$ cat config.mk
export PLATFORM = sky130hd
export DESIGN_NAME = angle_sequencer_flat
export DESIGN_NICKNAME = d
export VERILOG_FILES = /design/src/rtl/angle_sequencer_if.sv /design/src/rtl/angle_sequencer.sv /design/src/flat_wrapper.sv
export SDC_FILE = /design/constraint.sdc
export NUM_CORES = 1
export LEC_CHECK = 0
export CORE_MARGIN = 1
export CORE_UTILIZATION = 25
export DETAILED_ROUTE_END_ITERATION = 10
export DONT_BUFFER_PORTS = 1
export HOLD_SLACK_MARGIN = 0.1
export PLACE_DENSITY = 0.44
export SYNTH_ARGS = -nofsm -noshare
export SYNTH_HDL_FRONTEND = slang
export SYNTH_SLANG_ARGS = --single-unit
$ cat constraint.sdc
create_clock -name clk -period 4.7 [get_ports clk]
set_input_delay 0.47 -clock clk [delete_from_list [all_inputs] [get_ports clk]]
set_output_delay 0.47 -clock clk [all_outputs]
set_load 0.01 [all_outputs]
$ cat src/rtl/angle_sequencer_if.sv
// Update-offer bus between angle_sequencer (master) and the shared servo driver (slave).
interface angle_sequencer_if;
  logic       upd_valid;
  logic       upd_ready;
  logic [1:0] upd_chan;
  logic [7:0] upd_angle;

  modport master (output upd_valid, output upd_chan, output upd_angle, input upd_ready);
  modport slave  (input upd_valid, input upd_chan, input upd_angle, output upd_ready);
endinterface

$ cat src/rtl/angle_sequencer.sv
// Four-channel servo angle keeper: debounced INC/DEC keys edit the selected angle, a round-robin
// scheduler offers changed angles to the servo driver. Define ANGLE_SAT_EN to clamp at 0/ANGLE_MAX.
//
// state   | meaning
// S_IDLE  | waiting for a dirty channel
// S_OFFER | offer presented, held until the driver accepts
// S_HOLD  | one-cycle gap after acceptance
module angle_sequencer #(
  parameter int DEBOUNCE_CYCLES = 16,
  parameter int ANGLE_MAX       = 180,
  parameter int ANGLE_INIT      = 90,
  parameter int REFRESH_CYCLES  = 1000000
) (
  input  logic              clk,
  input  logic              rst,
  input  logic              i_key_inc,
  input  logic              i_key_dec,
  input  logic [3:0]        i_sel,
  output logic [7:0]        o_angle1,
  output logic [7:0]        o_angle2,
  output logic [7:0]        o_angle3,
  output logic [7:0]        o_angle4,
  angle_sequencer_if.master upd_if
);
  localparam int DB_W = (DEBOUNCE_CYCLES > 1) ? $clog2(DEBOUNCE_CYCLES) : 1;
  localparam int RF_W = (REFRESH_CYCLES > 1) ? $clog2(REFRESH_CYCLES) : 1;
  // An initial angle above the limit would be unreachable by editing, so it is clamped.
  localparam logic [7:0] LP_INIT = (ANGLE_INIT > ANGLE_MAX) ? 8'(ANGLE_MAX) : 8'(ANGLE_INIT);

  typedef enum logic [1:0] {S_IDLE, S_OFFER, S_HOLD} state_t;

  state_t            r_state, w_state_nxt;
  logic [1:0]        r_sync1, r_sync2, r_db, r_db_q;
  logic [DB_W-1:0]   r_db_cnt [2];
  logic [7:0]        r_angle [4];
  logic [3:0]        r_dirty;
  logic [1:0]        r_last;
  logic              r_valid;
  logic [1:0]        r_chan;
  logic [7:0]        r_uangle;
  logic [RF_W-1:0]   r_rf_cnt;

  logic [1:0]        w_key, w_evt, w_ch, w_pick, w_idx;
  logic              w_onehot, w_inc, w_dec, w_change, w_found, w_load, w_accept, w_rf_wrap;
  logic [7:0]        w_cur, w_new;
  logic [3:0]        w_set, w_clr;

  assign w_key = {i_key_dec, i_key_inc};

  always_ff @(posedge clk or posedge rst) begin
    if (rst) begin
      r_sync1  <= '0;
      r_sync2  <= '0;
      r_db     <= '0;
      r_db_q   <= '0;
      r_db_cnt <= '{default: '0};
    end else begin
      r_sync1 <= w_key;
      r_sync2 <= r_sync1;
      r_db_q  <= r_db;
      for (int k = 0; k < 2; k++) begin
        if (r_sync2[k] == r_db[k]) begin
          r_db_cnt[k] <= '0;
        end else if (r_db_cnt[k] == DB_W'(DEBOUNCE_CYCLES - 1)) begin
          r_db[k]     <= r_sync2[k];
          r_db_cnt[k] <= '0;
        end else begin
          r_db_cnt[k] <= r_db_cnt[k] + 1'b1;
        end
      end
    end
  end

  assign w_evt = r_db & ~r_db_q;

  always_comb begin
    w_onehot = 1'b0;
    w_ch     = 2'd0;
    case (i_sel)
      4'b1000: begin w_onehot = 1'b1; w_ch = 2'd0; end
      4'b0100: begin w_onehot = 1'b1; w_ch = 2'd1; end
      4'b0010: begin w_onehot = 1'b1; w_ch = 2'd2; end
      4'b0001: begin w_onehot = 1'b1; w_ch = 2'd3; end
      default: ;
    endcase
  end

  assign w_inc = w_evt[0] & ~w_evt[1] & w_onehot;
  assign w_dec = w_evt[1] & ~w_evt[0] & w_onehot;
  assign w_cur = r_angle[w_ch];

  always_comb begin
    w_new = w_cur;
`ifdef ANGLE_SAT_EN
    if (w_inc && (w_cur < 8'(ANGLE_MAX))) w_new = w_cur + 8'd1;
    else if (w_dec && (w_cur != 8'd0))    w_new = w_cur - 8'd1;
`else
    if (w_inc)      w_new = w_cur + 8'd1;
    else if (w_dec) w_new = w_cur - 8'd1;
`endif
  end

  assign w_change = (w_inc | w_dec) && (w_new != w_cur);

  // First dirty channel after the last-served one; the last-served channel is checked last.
  always_comb begin
    w_found = 1'b0;
    w_pick  = r_last;
    w_idx   = 2'd0;
    for (int k = 1; k <= 4; k++) begin
      w_idx = r_last + 2'(k);
      if (!w_found && r_dirty[w_idx]) begin
        w_found = 1'b1;
        w_pick  = w_idx;
      end
    end
  end

  always_comb begin
    w_state_nxt = r_state;
    w_load      = 1'b0;
    w_accept    = 1'b0;
    case (r_state)
      S_IDLE:  if (w_found) begin w_load = 1'b1; w_state_nxt = S_OFFER; end
      S_OFFER: if (upd_if.upd_ready) begin w_accept = 1'b1; w_state_nxt = S_HOLD; end
      S_HOLD:  w_state_nxt = S_IDLE;
      default: w_state_nxt = S_IDLE;
    endcase
  end

  always_ff @(posedge clk or posedge rst) begin
    if (rst) r_state <= S_IDLE;
    else     r_state <= w_state_nxt;
  end

  assign w_rf_wrap = (r_rf_cnt == RF_W'(REFRESH_CYCLES - 1));
  assign w_clr     = w_load ? (4'b0001 << w_pick) : 4'b0000;
  // Setting wins over clearing so an edit to the channel being loaded is re-sent later.
  assign w_set     = (w_rf_wrap ? 4'b1111 : 4'b0000) | (w_change ? (4'b0001 << w_ch) : 4'b0000);

  always_ff @(posedge clk or posedge rst) begin
    if (rst) begin
      r_angle  <= '{default: LP_INIT};
      r_dirty  <= 4'b1111;
      r_last   <= 2'd3;
      r_valid  <= 1'b0;
      r_chan   <= 2'd0;
      r_uangle <= 8'd0;
      r_rf_cnt <= '0;
    end else begin
      r_rf_cnt <= w_rf_wrap ? '0 : r_rf_cnt + 1'b1;
      if (w_change) r_angle[w_ch] <= w_new;
      r_dirty <= (r_dirty & ~w_clr) | w_set;
      if (w_load) begin
        r_valid  <= 1'b1;
        r_chan   <= w_pick;
        r_uangle <= r_angle[w_pick];
        r_last   <= w_pick;
      end else if (w_accept) begin
        r_valid <= 1'b0;
      end
    end
  end

  assign upd_if.upd_valid = r_valid;
  assign upd_if.upd_chan  = r_chan;
  assign upd_if.upd_angle = r_uangle;
  assign o_angle1 = r_angle[0];
  assign o_angle2 = r_angle[1];
  assign o_angle3 = r_angle[2];
  assign o_angle4 = r_angle[3];
endmodule
$ cat src/flat_wrapper.sv
// flat-port wrapper written by rule: the top's interface ports become plain ports
module angle_sequencer_flat 
#(
  parameter int DEBOUNCE_CYCLES = 16,
  parameter int ANGLE_MAX       = 180,
  parameter int ANGLE_INIT      = 90,
  parameter int REFRESH_CYCLES  = 1000000
)
  (clk, rst, i_key_inc, i_key_dec, i_sel, o_angle1, o_angle2, o_angle3, o_angle4, upd_if_upd_valid, upd_if_upd_chan, upd_if_upd_angle, upd_if_upd_ready);
  angle_sequencer_if upd_if_i ();
  input  logic clk;
  input  logic rst;
  input  logic i_key_inc;
  input  logic i_key_dec;
  input  logic [3:0] i_sel;
  output logic [7:0] o_angle1;
  output logic [7:0] o_angle2;
  output logic [7:0] o_angle3;
  output logic [7:0] o_angle4;
  output wire logic [$bits(upd_if_i.upd_valid)-1:0] upd_if_upd_valid;
  output wire logic [$bits(upd_if_i.upd_chan)-1:0] upd_if_upd_chan;
  output wire logic [$bits(upd_if_i.upd_angle)-1:0] upd_if_upd_angle;
  input wire logic [$bits(upd_if_i.upd_ready)-1:0] upd_if_upd_ready;
  assign upd_if_upd_valid = upd_if_i.upd_valid;
  assign upd_if_upd_chan = upd_if_i.upd_chan;
  assign upd_if_upd_angle = upd_if_i.upd_angle;
  assign upd_if_i.upd_ready = upd_if_upd_ready;
  angle_sequencer #(.DEBOUNCE_CYCLES(DEBOUNCE_CYCLES), .ANGLE_MAX(ANGLE_MAX), .ANGLE_INIT(ANGLE_INIT), .REFRESH_CYCLES(REFRESH_CYCLES)) u_core (.clk(clk), .rst(rst), .i_key_inc(i_key_inc), .i_key_dec(i_key_dec), .i_sel(i_sel), .o_angle1(o_angle1), .o_angle2(o_angle2), .o_angle3(o_angle3), .o_angle4(o_angle4), .upd_if(upd_if_i));
endmodule
==> metrics.txt <==
share of layout cells above drive strength 1 between 15 and 20%; EDFF count, synth 0; Final period util between 50% and 60%; dpl hpwl about 7.6 mm; PD cells roughly 460 mW/mm^2; Post-Route Setup TNS 0 ns; GR Overflow Total 0; cts hold-fix bufs 0; Die Y between 100 and 150 microns; Gate Count Post-Synth about 380; max-cap violations 0; final worst slack 2.06 ns; largest net degree at the start of global routing 46; Crit Path Category in -> reg; kind of cell adding the most delay to the critical path compound AO/OA/AOI/OAI gates; clock skew 0.00885 ns; Clock Latency Late Sink around 0.35 ns; final wirelength ~10 mm; WP buf/inv 1; total number of vias 2878; fin crit period between 2 and 3 ns; worst hold path class in -> async; Fill cells about 1700; All-Layer GR Usage approximately an eighth; Required @ worst endpoint 4.99 ns; H-tree depth 3; status complete, no violations; nets about 400; Syn Area/Cell around 11 sq um; Cell Area, Synth roughly 0.0041 sq mm; # IOs 52; most used flip-flop cell after synthesis dfrtp_1; Worst Setup Start Kind primary input; Synth Register Bits 87; DIE WIDTH between 100 and 150 microns; CP max FO 9; Final setup viols 0; Leak between 2 and 2.5 nW; RePlAce Congestion slightly above 0.8; share of synthesized registers carrying an async set or reset 100%; peak supply drop between 200 and 300 uV; CTS tree built; Longest Clk Path Bufs 2; vias per cell 4.73; RR Startpoint u_core.o_angle2[0]$_DFFE_PP0P_; first-pass GRT wire length about 16 mm; row count 46; FF-to-FF End u_core.o_angle2[4]$_DFFE_PP1P_; pre-CTS setup slack between 1.5 and 2 ns; Wirelength per Cell ~17 microns; DRT iter0 DRCs 189; Netlist cell types 39; Fin. Hold Viols 0; number of global-route vias before repair about 2900; CP max stage cell a222oi_1; Reg2Reg Depth 9; syn nets 395; die footprint around 0.017 sq mm; Critical Path Sink Type flop; critical-path cell list nor4b_2 -> a21oi_2 -> a222oi_1 -> inv_1 -> ha_1 -> nand2_1 -> nor3_1 -> a41oi_1 -> xor2_1 -> mux2_2; initial antenna violation count 0; # diodes 0; RSZ-0062 raised after global routing no; clk sink count 87; final hold slack roughly 0.14 ns; Max-slew headroom about 40%; Synth Warn # 0; total CTS buffers 9; fin. max-slew vios 0; Pre-Repair DR Iteration Count 4; DRC Markers 0; f_max 0.379 GHz; clock transition at the registers of the reported paths around 0.07 ns; Least-Margin Pin Slew roughly 0.90 ns; Initial Util 25.8%; Root Buffer Master clkbuf_16; antenna viol nets, final 0; # Post-CTS Setup Buffers 0; Buffers on Ports 0; post-CTS resize count 0; register area share after synthesis a little over half; largest stage delay on the critical path ~0.65 ns; Core Box Area ~0.016 sq mm; reg2reg setup slack 2.07 ns; area delta synth->final 15.5%; Worst Path Arrival ~3 ns
## cell families (layout without fill, tap and decap cells)
logic type,count (synthesis),in the layout,share of synthesized area (%)
XOR/XNOR,29,29,6.14
adder cells (fa/ha/maj),5,5,1.51
flip-flops,87,87,53.3
AO/OA/AOI/OAI,66,66,10.7
AND/OR/NAND/NOR,149,149,17.4
buffers and inverters,19,30,1.72
multiplexers,26,26,9.26
## layer usage
| layer | up-vias | part of all wire, % | GRT usage (%) |
|---|---|---|---|
| met5 | - | 0 | 0 |
| li1 | 1369 | - | - |
| met1 | 1424 | 42 | 15.6 |
| met3 | 12 | 8.8 | 5.58 |
| met4 | 0 | 1.7 | 4.87 |
| met2 | 73 | 47 | 21.3 |
## worst max-delay path by stage
stage,start,end,slack (ns),depth (start not counted)
finish,i_sel[3],u_core.o_angle2[4]$_DFFE_PP1P_,2.06,10
global route,i_sel[3],u_core.o_angle2[4]$_DFFE_PP1P_,1.79,10
CTS,i_sel[3],u_core.o_angle2[4]$_DFFE_PP1P_,2.06,10
detailed placement,i_sel[3],u_core.o_angle2[4]$_DFFE_PP1P_,1.70,10
global placement,i_sel[3],u_core.o_angle4[7]$_DFFE_PP0P_,1.75,8
floorplan,rst,u_core.o_angle1[0]$_DFFE_PP0P_,2.02,1
## area by class of cell
class / instances / area (sq um) / area share, %
Inverter: 9 / 35.0 / 0.734
Timing Repair Buffer: 5 / 37.5 / 0.786
Clock buffer: 11 / 253 / 5.29
Tap cell: 216 / 270 / 5.66
Clock inverter: 5 / 104 / 2.18
Multi-Input combinational cell: 275 / 1870 / 39.2
Sequential cell: 87 / 2200 / 46.2
## stage by stage
| stage | cells | instance area (sq um) | utilization [%] | power (mW) |
|---|---|---|---|---|
| floorplan | 381 | 4140 | - | 1.22 |
| global placement | 592 | 4420 | 27.6 | 1.37 |
| detailed placement | 592 | 4420 | 27.6 | 1.37 |
| CTS | 608 | 4770 | 29.8 | 2.23 |
| global route | 608 | 4770 | 29.8 | 2.31 |
| finish | 608 | 4770 | 29.8 | 2.19 |
## registers in the layout (all words and copies together) (netlist names)
signal                   count
u_core.r_db                  2
u_core.upd_if.upd_chan       2
u_core.o_angle1              8
u_core.r_last                2
u_core.r_rf_cnt             20
u_core.r_dirty               4
u_core.upd_if.upd_valid      1
u_core.r_db_cnt              8
u_core.o_angle2              8
u_core.r_sync2               2
u_core.r_state               2
u_core.o_angle4              8
u_core.upd_if.upd_angle      8
u_core.o_angle3              8
u_core.r_sync1               2
u_core.r_db_q                2
## cell usage after synthesis (2+ instances only)
library cell / count / share of area (%)
dfrtp_1: 65 / 39
o21ai_0: 25 / 3.0
nor2b_1: 9 / 1.4
mux4_2: 8 / 4.4
nor3_1: 4 / 0.48
nand4_1: 3 / 0.45
a211oi_1: 2 / 0.36
dfstp_2: 22 / 14
xnor2_1: 16 / 3.4
mux2_2: 18 / 4.9
a222oi_1: 8 / 1.9
and3_1: 9 / 1.4
nand2_1: 59 / 5.4
a21oi_1: 13 / 1.6
and2_1: 3 / 0.45
inv_1: 9 / 0.82
nor2_1: 29 / 2.6
nor3b_1: 2 / 0.36
ha_1: 5 / 1.5
nor4b_1: 2 / 0.42
xor2_1: 13 / 2.8
a21oi_2: 2 / 0.42
nand4b_1: 2 / 0.42
a21o_1: 3 / 0.54
a22o_1: 8 / 1.7
clkbuf_1: 10 / 0.91
nor4_1: 2 / 0.30
nand3_1: 15 / 1.8
nand2b_1: 4 / 0.61
and4_1: 2 / 0.42
## cells in the final DEF, fill, tap and decap left out, types with 2 or more instances in the layout
| cell | n |
|---|---|
| nor4_1 | 2 |
| buf_4 | 5 |
| clkinv_2 | 2 |
| nor3b_1 | 2 |
| a22o_1 | 8 |
| o21ai_0 | 24 |
| and2_1 | 3 |
| nand2_1 | 59 |
| dfrtp_1 | 65 |
| and3_1 | 9 |
| nor3_1 | 3 |
| clkbuf_16 | 9 |
| nor2b_1 | 9 |
| xor2_1 | 13 |
| a211oi_1 | 2 |
| ha_1 | 5 |
| nand4_1 | 3 |
| nor4b_1 | 2 |
| a21o_1 | 3 |
| dfstp_2 | 22 |
| mux4_2 | 8 |
| clkbuf_8 | 2 |
| nand4b_1 | 2 |
| nand2b_1 | 4 |
| nor2_1 | 29 |
| a222oi_1 | 8 |
| a21oi_2 | 2 |
| mux2_2 | 18 |
| nand3_1 | 15 |
| inv_1 | 8 |
| and4_1 | 2 |
| bufinv_16 | 3 |
| a21oi_1 | 13 |
| xnor2_1 | 16 |
## power by group
part	internal (mW)	switching (mW)	total [mW]
sequential	0.831	0.0734	0.904
combinational	0.176	0.263	0.439
clock	0.548	0.298	0.846
## worst reg2reg max path, delay by kind of cell (launching register included)
| family | cells | cell delay, ns |
|---|---|---|
| adder cells (fa/ha/maj) | 1 | 0.24 |
| AO/OA/AOI/OAI | 3 | 1.01 |
| multiplexers | 1 | 0.21 |
| XOR/XNOR | 1 | 0.27 |
| AND/OR/NAND/NOR | 2 | 0.13 |
| buffers and inverters | 1 | 0.21 |
| flip-flops | 1 | 0.49 |
Power figures use the tool's default switching activity.
